`src/rtl/twowire_pkg.sv`:
```
// Shared constants, encodings and frame helpers for the two-wire debug host.
package twowire_pkg;

  localparam logic [31:0]  TWD_CONNECT_MAGIC  = 32'ha7a3_6fc5;
  localparam int unsigned  TWD_PREAMBLE_LEN   = 8;
  localparam int unsigned  TWD_CONNECT_LEN    = TWD_PREAMBLE_LEN + 32 + 4;

  localparam logic [3:0]   TWD_CMD_DISCONNECT = 4'h0;
  localparam logic [3:0]   TWD_CMD_WRITE      = 4'h2;
  localparam logic [3:0]   TWD_CMD_READ       = 4'h3;

  // Wide enough for the largest header (start + cmd + 64-bit addr + parity).
  localparam int unsigned  TWD_SR_W  = 72;
  localparam int unsigned  TWD_CNT_W = 7;

  typedef enum logic [1:0] {
    OP_CONNECT    = 2'd0,
    OP_DISCONNECT = 2'd1,
    OP_READ       = 2'd2,
    OP_WRITE      = 2'd3
  } twd_op_e;

  typedef enum logic [3:0] {
    ST_IDLE,
    ST_CONN,
    ST_HDR,
    ST_WDATA,
    ST_TURN1,
    ST_RDATA,
    ST_RPAR,
    ST_TURN2,
    ST_RESP
  } twd_state_e;

  function automatic logic [TWD_SR_W-1:0] connect_frame(input logic [3:0] dropaddr);
    return {28'h0, dropaddr, TWD_CONNECT_MAGIC, {TWD_PREAMBLE_LEN{1'b1}}};
  endfunction

endpackage

```
`src/rtl/twowire_host_shifter.sv`:
```
// Load / shift register with a down-counting bit counter; bits leave at [0],
// DIO samples enter at [W-1] so a 32-bit read lands LSB-first in the top word.
module twowire_host_shifter
  import twowire_pkg::*;
#(
  parameter int unsigned W = TWD_SR_W
) (
  input  logic                 clk_i,
  input  logic                 rst_ni,
  input  logic                 load_i,
  input  logic [W-1:0]         load_data_i,
  input  logic [TWD_CNT_W-1:0] load_cnt_i,
  input  logic                 shift_i,
  input  logic                 sin_i,
  output logic                 bit_o,
  output logic [31:0]          rdata_o,
  output logic [TWD_CNT_W-1:0] cnt_o
);

  logic [W-1:0]         sr_q, sr_d;
  logic [TWD_CNT_W-1:0] cnt_q, cnt_d;

  always_comb begin
    sr_d  = sr_q;
    cnt_d = cnt_q;
    if (load_i) begin
      sr_d  = load_data_i;
      cnt_d = load_cnt_i;
    end else if (shift_i) begin
      sr_d = {sin_i, sr_q[W-1:1]};
      if (cnt_q != '0) cnt_d = cnt_q - TWD_CNT_W'(1);
    end
  end

  always_ff @(posedge clk_i) begin
    if (!rst_ni) begin
      sr_q  <= '0;
      cnt_q <= '0;
    end else begin
      sr_q  <= sr_d;
      cnt_q <= cnt_d;
    end
  end

  assign bit_o   = sr_q[0];
  assign rdata_o = sr_q[W-1 -: 32];
  assign cnt_o   = cnt_q;

endmodule

```
`src/rtl/twowire_host.sv`:
```
// Two-wire debug host: CONNECT/DISCONNECT/READ/WRITE framing over one DIO line.
// Optional parity via TWOWIRE_PARITY_EN. DIO output port is do_o ('do' is reserved).
module twowire_host
  import twowire_pkg::*;
#(
  parameter int unsigned ASIZE = 0
) (
  input  logic                    dck,
  input  logic                    drst_n,
  output logic                    do_o,
  output logic                    doe,
  input  logic                    di,
  input  logic                    req_valid,
  output logic                    req_ready,
  input  logic [1:0]              req_op,
  input  logic [8*(1+ASIZE)-1:0]  req_addr,
  input  logic [31:0]             req_wdata,
  output logic                    resp_valid,
  output logic [31:0]             resp_rdata,
  output logic                    resp_err,
  output logic                    connected
);

  localparam int unsigned AW = 8 * (1 + ASIZE);
`ifdef TWOWIRE_PARITY_EN
  localparam int unsigned PB = 1;
`else
  localparam int unsigned PB = 0;
`endif

  // Counter values are "bits remaining after the one on the line".
  localparam logic [TWD_CNT_W-1:0] CONN_LAST  = TWD_CNT_W'(TWD_CONNECT_LEN - 1);
  localparam logic [TWD_CNT_W-1:0] HDRA_LAST  = TWD_CNT_W'(4 + AW + PB);
  localparam logic [TWD_CNT_W-1:0] HDRD_LAST  = TWD_CNT_W'(4 + PB);
  localparam logic [TWD_CNT_W-1:0] DATA_LAST  = TWD_CNT_W'(31 + PB);
  localparam logic [TWD_CNT_W-1:0] RDATA_LAST = TWD_CNT_W'(31);

  twd_state_e  state_q, state_d;
  twd_op_e     op_q, op_d;
  logic [31:0] wdata_q, wdata_d;
  logic [31:0] rdata_q, rdata_d;
  logic        conn_q, conn_d;
  logic        err_q, err_d;
  logic        do_q, do_d;
  logic        doe_q, doe_d;
  logic        ready_q, ready_d;
`ifdef TWOWIRE_PARITY_EN
  logic        par_q, par_d;
`endif

  logic [TWD_SR_W-1:0]  frame;
  logic                 ld, sh;
  logic [TWD_CNT_W-1:0] ld_cnt;
  logic                 sr_bit;
  logic [31:0]          sr_rdata;
  logic [TWD_CNT_W-1:0] cnt;

  function automatic logic [TWD_SR_W-1:0] hdr_frame(input logic [3:0]    cmd,
                                                    input logic [AW-1:0] addr,
                                                    input logic          with_addr);
    logic [TWD_SR_W-1:0] f;
    f      = '0;
    f[0]   = 1'b1;
    f[4:1] = cmd;
    if (with_addr) begin
      f[4+AW:5] = addr;
`ifdef TWOWIRE_PARITY_EN
      f[5+AW] = ^{cmd, addr};
`endif
    end else begin
`ifdef TWOWIRE_PARITY_EN
      f[5] = ^cmd;
`endif
    end
    return f;
  endfunction

  function automatic logic [TWD_SR_W-1:0] data_frame(input logic [31:0] d);
    logic [TWD_SR_W-1:0] f;
    f       = '0;
    f[31:0] = d;
`ifdef TWOWIRE_PARITY_EN
    f[32] = ^d;
`endif
    return f;
  endfunction

  // Whenever a segment is loaded its bit 0 goes straight to the do flop,
  // so the shifter only ever holds the bits still to come.
  always_comb begin
    state_d = state_q;
    op_d    = op_q;
    wdata_d = wdata_q;
    rdata_d = rdata_q;
    conn_d  = conn_q;
    err_d   = err_q;
    do_d    = 1'b0;
    doe_d   = 1'b1;
    frame   = '0;
    ld      = 1'b0;
    ld_cnt  = '0;
    sh      = 1'b0;
`ifdef TWOWIRE_PARITY_EN
    par_d   = par_q;
`endif
    unique case (state_q)
      ST_IDLE: begin
        if (req_valid && ready_q) begin
          op_d    = twd_op_e'(req_op);
          wdata_d = req_wdata;
          err_d   = 1'b0;
          rdata_d = '0;
          if (op_d == OP_CONNECT) begin
            frame   = connect_frame(req_addr[3:0]);
            ld      = 1'b1;
            ld_cnt  = CONN_LAST;
            do_d    = frame[0];
            state_d = ST_CONN;
          end else if (!conn_q) begin
            err_d   = 1'b1;
            state_d = ST_RESP;
          end else begin
            frame  = hdr_frame((op_d == OP_READ)  ? TWD_CMD_READ  :
                               (op_d == OP_WRITE) ? TWD_CMD_WRITE : TWD_CMD_DISCONNECT,
                               req_addr, op_d != OP_DISCONNECT);
            ld      = 1'b1;
            ld_cnt  = (op_d == OP_DISCONNECT) ? HDRD_LAST : HDRA_LAST;
            do_d    = frame[0];
            state_d = ST_HDR;
          end
        end
      end
      ST_CONN: begin
        if (cnt == '0) begin
          conn_d  = 1'b1;
          state_d = ST_RESP;
        end else begin
          sh   = 1'b1;
          do_d = sr_bit;
        end
      end
      ST_HDR: begin
        if (cnt == '0) begin
          unique case (op_q)
            OP_WRITE: begin
              frame   = data_frame(wdata_q);
              ld      = 1'b1;
              ld_cnt  = DATA_LAST;
              do_d    = frame[0];
              state_d = ST_WDATA;
            end
            OP_READ: begin
              doe_d   = 1'b0;
              state_d = ST_TURN1;
            end
            default: begin
              conn_d  = 1'b0;
              state_d = ST_RESP;
            end
          endcase
        end else begin
          sh   = 1'b1;
          do_d = sr_bit;
        end
      end
      ST_WDATA: begin
        if (cnt == '0) begin
          state_d = ST_RESP;
        end else begin
          sh   = 1'b1;
          do_d = sr_bit;
        end
      end
      ST_TURN1: begin
        doe_d   = 1'b0;
        ld      = 1'b1;
        ld_cnt  = RDATA_LAST;
        state_d = ST_RDATA;
      end
      ST_RDATA: begin
        doe_d = 1'b0;
        sh    = 1'b1;
        if (cnt == '0) begin
`ifdef TWOWIRE_PARITY_EN
          state_d = ST_RPAR;
`else
          state_d = ST_TURN2;
`endif
        end
      end
      ST_RPAR: begin
`ifdef TWOWIRE_PARITY_EN
        par_d   = di;
`endif
        doe_d   = 1'b0;
        state_d = ST_TURN2;
      end
      ST_TURN2: begin
        rdata_d = sr_rdata;
`ifdef TWOWIRE_PARITY_EN
        err_d   = (^sr_rdata) != par_q;
`endif
        state_d = ST_RESP;
      end
      ST_RESP: state_d = ST_IDLE;
      default: state_d = ST_IDLE;
    endcase
    ready_d = (state_d == ST_IDLE);
  end

  always_ff @(posedge dck) begin
    if (!drst_n) begin
      state_q <= ST_IDLE;
      op_q    <= OP_CONNECT;
      wdata_q <= '0;
      rdata_q <= '0;
      conn_q  <= 1'b0;
      err_q   <= 1'b0;
      do_q    <= 1'b0;
      doe_q   <= 1'b0;
      ready_q <= 1'b0;
`ifdef TWOWIRE_PARITY_EN
      par_q   <= 1'b0;
`endif
    end else begin
      state_q <= state_d;
      op_q    <= op_d;
      wdata_q <= wdata_d;
      rdata_q <= rdata_d;
      conn_q  <= conn_d;
      err_q   <= err_d;
      do_q    <= do_d;
      doe_q   <= doe_d;
      ready_q <= ready_d;
`ifdef TWOWIRE_PARITY_EN
      par_q   <= par_d;
`endif
    end
  end

  twowire_host_shifter #(.W(TWD_SR_W)) u_shifter (
    .clk_i       (dck),
    .rst_ni      (drst_n),
    .load_i      (ld),
    .load_data_i (frame >> 1),
    .load_cnt_i  (ld_cnt),
    .shift_i     (sh),
    .sin_i       (di),
    .bit_o       (sr_bit),
    .rdata_o     (sr_rdata),
    .cnt_o       (cnt)
  );

  assign do_o       = do_q;
  assign doe        = doe_q;
  assign req_ready  = ready_q;
  assign resp_valid = (state_q == ST_RESP);
  assign resp_rdata = rdata_q;
  assign resp_err   = err_q;
  assign connected  = conn_q;

endmodule

```
`config.mk`:
```
export PLATFORM = sky130hd
export DESIGN_NAME = twowire_host
export DESIGN_NICKNAME = d
export VERILOG_FILES = /design/src/rtl/twowire_pkg.sv /design/src/rtl/twowire_host_shifter.sv /design/src/rtl/twowire_host.sv
export SDC_FILE = /design/constraint.sdc
export NUM_CORES = 1
export LEC_CHECK = 0
export CAP_MARGIN = 20
export CORE_ASPECT_RATIO = 0.5
export CORE_MARGIN = 4
export CORE_UTILIZATION = 40
export CTS_BUF_LIST = sky130_fd_sc_hd__clkbuf_2
export DETAILED_ROUTE_END_ITERATION = 10
export GPL_ROUTABILITY_DRIVEN = 0
export PLACE_DENSITY = 0.56
export SLEW_MARGIN = 40
export SYNTH_ARGS = -nofsm -noshare
export SYNTH_HDL_FRONTEND = slang
export SYNTH_HIERARCHICAL = 1
export SYNTH_SLANG_ARGS = --single-unit
```
`constraint.sdc`:
```
create_clock -name dck -period 3.75 [get_ports dck]
set_input_delay 0.75 -clock dck [delete_from_list [all_inputs] [get_ports dck]]
set_output_delay 0.75 -clock dck [all_outputs]
set_load 0.05 [all_outputs]
```
Word level (Yosys, flattened, before mapping)

Index checks and enable logic that the tools add are counted.

Bits of input ports: 46
Latch bits: 0
Logic and storage cells: 103
Bits in writable memories: 0
Memories kept: 0
Output and inout bits: 38
Bits in read-only memories: 0
Flip-flop bits (word level): 154

Order comparisons: 0
Reductions and logical operators: 19
Add/sub/neg operators: 1
Multipliers: 0
Divide/modulo/power cells: 0
Mux-type cells: 52
Bitwise gates (word level): 1
Shift-type cells: 0
Equality and inequality tests: 18

Operator list:

| kind                                                 | number |
|---|---|
| 2-to-1 mux 71 bit                                    | 2 |
| 2-to-1 mux 32 bit                                    | 3 |
| 2-to-1 mux 44 bit                                    | 2 |
| one-hot mux 44 bit (2 select lines)                  | 1 |
| one-hot mux 32 bit (2 select lines)                  | 1 |
| 2-to-1 mux 4 bit                                     | 8 |
| one-hot mux 4 bit (7 select lines)                   | 1 |
| 2-to-1 mux 7 bit                                     | 3 |
| one-hot mux 6 bit (3 select lines)                   | 1 |
| equality test 4 x 3 -> 1 bit (second input constant) | 4 |
| 2-to-1 mux 1 bit                                     | 16 |
| 2-to-1 mux 13 bit                                    | 1 |
| 2-to-1 mux 6 bit                                     | 2 |
| 2-to-1 mux 5 bit                                     | 2 |
| equality test 2 bit (second input constant)          | 4 |
| equality test 4 x 2 -> 1 bit (second input constant) | 2 |
| zero test 4 bit                                      | 2 |
| 2-to-1 mux 8 bit                                     | 1 |
| inequality test 2 bit (second input constant)        | 4 |
| one-hot mux 4 bit (2 select lines)                   | 1 |
| nonzero test 2 bit                                   | 4 |
| zero test 7 bit                                      | 1 |
| nonzero test 7 bit                                   | 1 |
| subtractor 7 x 1 -> 7 bit (second input constant)    | 1 |
| 14 further kinds                                     | 23 |

Depth between registers and ports, before layout

Depth in word-level cells: 8
Mapped depth: 12
Depth with buffers taken out: 8

Hierarchy

The synthesis kept the hierarchy.

Modules (own cells, without submodules):

| module               | cells an instance | instances | area each (µm²) | seq. area each (µm²) |
|---|---|---|---|---|
| twowire_host_shifter | 469               | 1         | 4010.1          | 1581.5 |
| twowire_host         | 424               | 1         | 3308.2          | 1501.4 |

Worst setup path before layout

No wires, ideal clock.

Path kind: register -> register
Start: register u_shifter.cnt_q[2], in the netlist u_shifter/cnt_o[2]
End: register u_shifter.cnt_q[1], in the netlist u_shifter/cnt_o[1]
Arrival time: 2.830 ns
Path slack: 0.819 ns
Required time: 3.649 ns
Cell stages (with the launch flop): 13
Path through: dfxtp_1 or4_1 or4_1 buf_2 nor2_2 buf_2 a21oi_1 nand2_1 buf_2 clkbuf_1 clkbuf_1 nand3_1 o41ai_1

Cells in the longest elaborated chain, start to end: 5
Elaborated cells on any way between the ends: 12

Ends and longest elaborated chain:

| what                                 | RTL line                   | text |
|---|---|---|
| start: declaration                   | twowire_host_shifter.sv:21 | `logic [TWD_CNT_W-1:0] cnt_q, cnt_d;` |
| start signal: assignment             | twowire_host_shifter.sv:41 | `cnt_q <= cnt_d;` |
| zero test 7 bit *                    | twowire_host.sv:143        | `if (cnt == '0) begin` |
| 2-to-1 mux 1 bit *                   | twowire_host.sv:143        |  |
| one-hot mux 1 bit (3 select lines) * | twowire_host.sv:106        | `unique case (state_q)` |
| named net ld                         | twowire_host.sv:52         | `logic ld, sh;` |
| nonzero test 2 bit (no line)         | -                          |  |
| AND reduction 2 bit (no line)        | -                          |  |

The timed path passes the listed nets; every way through them passes the cells marked *.
A chain may end at the register's enable or synchronous reset.

Final worst setup path

Start: register state_q[0]
End: output port resp_valid

Cells in the longest elaborated chain, start to end: 1

Ends and longest elaborated chain:

| what                     | RTL line            | text |
|---|---|---|
| start: declaration       | twowire_host.sv:38  | `twd_state_e state_q, state_d;` |
| start signal: assignment | twowire_host.sv:226 | `state_q <= state_d;` |
| equality test 4 bit      | twowire_host.sv:257 | `assign resp_valid = (state_q == ST_RESP);` |
| end: declaration         | twowire_host.sv:18  | `output logic resp_valid,` |

No other way between the ends.

==> results.py <==
metrics = {
    "timing": {
        "max_slew_margin_pct": 47.9,
        "maxSlewViolCount": 0,
        "setup_violations": 0,
        "rsz0062_at_grt": "no",
        "hold_viol": 0,
        "fin_skew_ps": 43.9,
        "min_period_ps": 3070,
        "fin_setup_tns_ps": 0,
        "finalCritPeriodShare_pct": 82.0,
        "timing.fmax_mhz": 325,
        "worst_pin_slew_ps": 781,
        "whs_ps": 463,
    },
    "synthesis": {
        "synth_edf_count": 0,
        "ys_top_cells_by_area": "dfxtp_1 42%, nand2_1 14%, mux2_2 8.9%",
        "ys_types": 52,
        "async_reset_ff_share_pct": 0,
        "ys_seq_area_share_pct": 42.1,
        "synth_seq_cells": 154,
        "synth_top_area_share_pct": 42.1,
        "avgSynthCellArea_um2": 8.20,
        "yosys_warnings": 6,
        "yosys.area.top_type": "dfxtp_1",
        "ys_dominant_reg_cell": "dfxtp_1",
        "syn_inst": 893,
        "syn_area_um2": 7320,
    },
    "route": {
        "route.detailed.drc": 0,
        "wl_per_cell_um": 14.1,
        "drtIter0Drc": 348,
        "antenna_left": 0,
        "vias_per_cell": 4.90,
        "routed_wl_um": 16700,
        "num_vias": 5819,
        "first_pass_iters": 4,
    },
    "setup_path": {
        "cp.required_ps": 3000,
        "path_buf_inv": 1,
        "critical_path_class": "flop to output pin",
        "cp_slowest_stage_delay_ps": 840,
        "worstPathArrival_ps": 2320,
        "crit_family": "buffers and inverters",
        "cp-end-kind": "output pin",
        "slowest_stage": "clkdlybuf4s50_1",
        "cp-start-kind": "flop",
        "path_cells": "nor4_1 -> clkdlybuf4s50_1",
        "cp_max_fo": 11,
    },
    "power": {
        "leakagePower_nw": 3.19,
        "ir_drop_mv": 0.137,
        "power_density_nw_per_um2": 346,
    },
    "global_routing": {
        "grt_max_degree": 99,
        "overflow": 0,
        "grt_pass1_wl_um": 28000,
        "grtUsageTotal_pct": 16.4,
        "grt_pass1_vias": 5427,
        "antenna_found_initial": 1,
    },
    "finish": {
        "nets": 988,
        "layout_commonest_cell": "nand2_1",
        "fillers": 1743,
        "final_cell_mix": "270 x nand2_1, 154 x dfxtp_1, 82 x clkdlybuf4s50_1",
        "fin_area_um2": 8390,
        "areaGrowthSynthToFinish_pct": 14.7,
        "drive_gt1_share_pct": 12.3,
        "postLayoutCoreUtil_pct": 47.5,
    },
    "run": {
        "maxCapViolations": 0,
    },
    "floorplan": {
        "die_h_um": 104,
        "core-area_um2": 17700,
        "start_util_pct": 41.5,
        "die_w_um": 199,
        "die-area_um2": 20700,
        "io_pins": 84,
        "fp-row-count": 34,
    },
    "placement": {
        "hpwl_um": 11000,
        "dpl-instance-area_um2": 8170,
        "numPortBuffers": 83,
    },
    "clock_network": {
        "htreeDepth": 4,
        "clk_latency_ps": 690,
        "cts_tree": "yes",
        "ctsHoldBuffers": 0,
        "cts_setup_buffers": 0,
        "cts_max_path_buffers": 2,
        "numCtsBuffers": 17,
        "cts-resized-gates": 0,
        "cts_sinks": 154,
        "path_clk_slew_ps": 250,
        "cts_root_buffer": "clkbuf_2",
    },
    "hold_path": {
        "hold_path.class": "flop to flop",
    },
    "run_status": {
        "status": "completed",
    },
}
## layer usage
metal  wire, um  vias up  GRT usage, %
li1           -     3054             -
met1       8780     2672          24.0
met2       7130       81          24.3
met3        747       10          4.80
met4         80        2          2.34
met5          8        -             0
## worst reg2reg max path: cells and delay by family, from the launching register on
kind | cells | cell delay [ps]
AO/OA/AOI/OAI | 2 | 260
buffers and inverters | 1 | 420
flip-flops | 1 | 430
AND/OR/NAND/NOR | 6 | 1680
## synth_stat cells, types with 3 or more instances
cell type and count:
nand2_1 271, dfxtp_1 154, a21oi_1 70, a21boi_0 68, mux2_2 58, clkbuf_1 52
buf_4 35, nand3_1 35, mux2i_1 14, o211a_1 14, buf_2 9, inv_1 9
o21ai_0 9, nor2b_1 8, and2_1 7, buf_1 7, nor2_1 7, and3_1 6
a221o_1 5, a22o_1 4, nor4_1 4, or4_1 4, nand4_1 3, o311a_1 3
## through the flow
step           instances  worst slack (ps)  total power, mW
2_1_floorplan        925               819             1.94
4_1_cts             1186               589             2.96
5_1_grt             1186               421             3.06
3_3_place_gp        1155               898             2.04
6_report            1187               677             2.91
3_5_place_dp        1155               812             2.05
## state kept, by name, indices dropped and copies added (netlist names)
signal,cells
u_shifter/cnt_o,7
resp_rdata,32
doe,1
u_shifter/sr_q,72
connected,1
resp_err,1
do_o,1
op_q,2
wdata_q,32
req_ready,1
state_q,4
## worst paths after layout
check,from,end,slack [ps],depth (start not counted)
hold reg to reg,u_shifter/sr_q[68],resp_rdata[28],460,2
setup reg to reg,u_shifter/cnt_o[2],u_shifter/cnt_o[0],860,9
setup / recovery,state_q[0],resp_valid,680,2
hold / removal,u_shifter/sr_q[68],resp_rdata[28],460,2
## where the power goes
| part | internal [mW] | total, mW | switching (mW) |
|---|---|---|---|
| logic | 0.123 | 0.297 | 0.173 |
| clock network | 0.298 | 0.895 | 0.598 |
| registers | 1.68 | 1.71 | 0.0317 |
| total | 2.10 | 2.91 | 0.803 |
## area by class of cell
class | instances | area [um2] | area share (%)
multi-input cells | 657 | 3800 | 45.3
flip-flops and latches | 154 | 3080 | 36.7
repair buffers | 99 | 950 | 11.3
well taps | 234 | 293 | 3.49
clock inverters | 13 | 130 | 1.55
clock buffers | 18 | 90.1 | 1.07
inverters | 11 | 41.3 | 0.492
diodes | 1 | 2.50 | 0.0298
## kinds of logic after synthesis
family | Yosys count | synth area share (%)
AND/OR/NAND/NOR | 360 | 21.1
flip-flops | 154 | 42.1
multiplexers | 72 | 10.8
AO/OA/AOI/OAI | 190 | 17.7
other | 1 | 0.0512
buffers and inverters | 114 | 7.80
adder cells (fa/ha/maj) | 2 | 0.342
(Power assumes the default switching activity.)
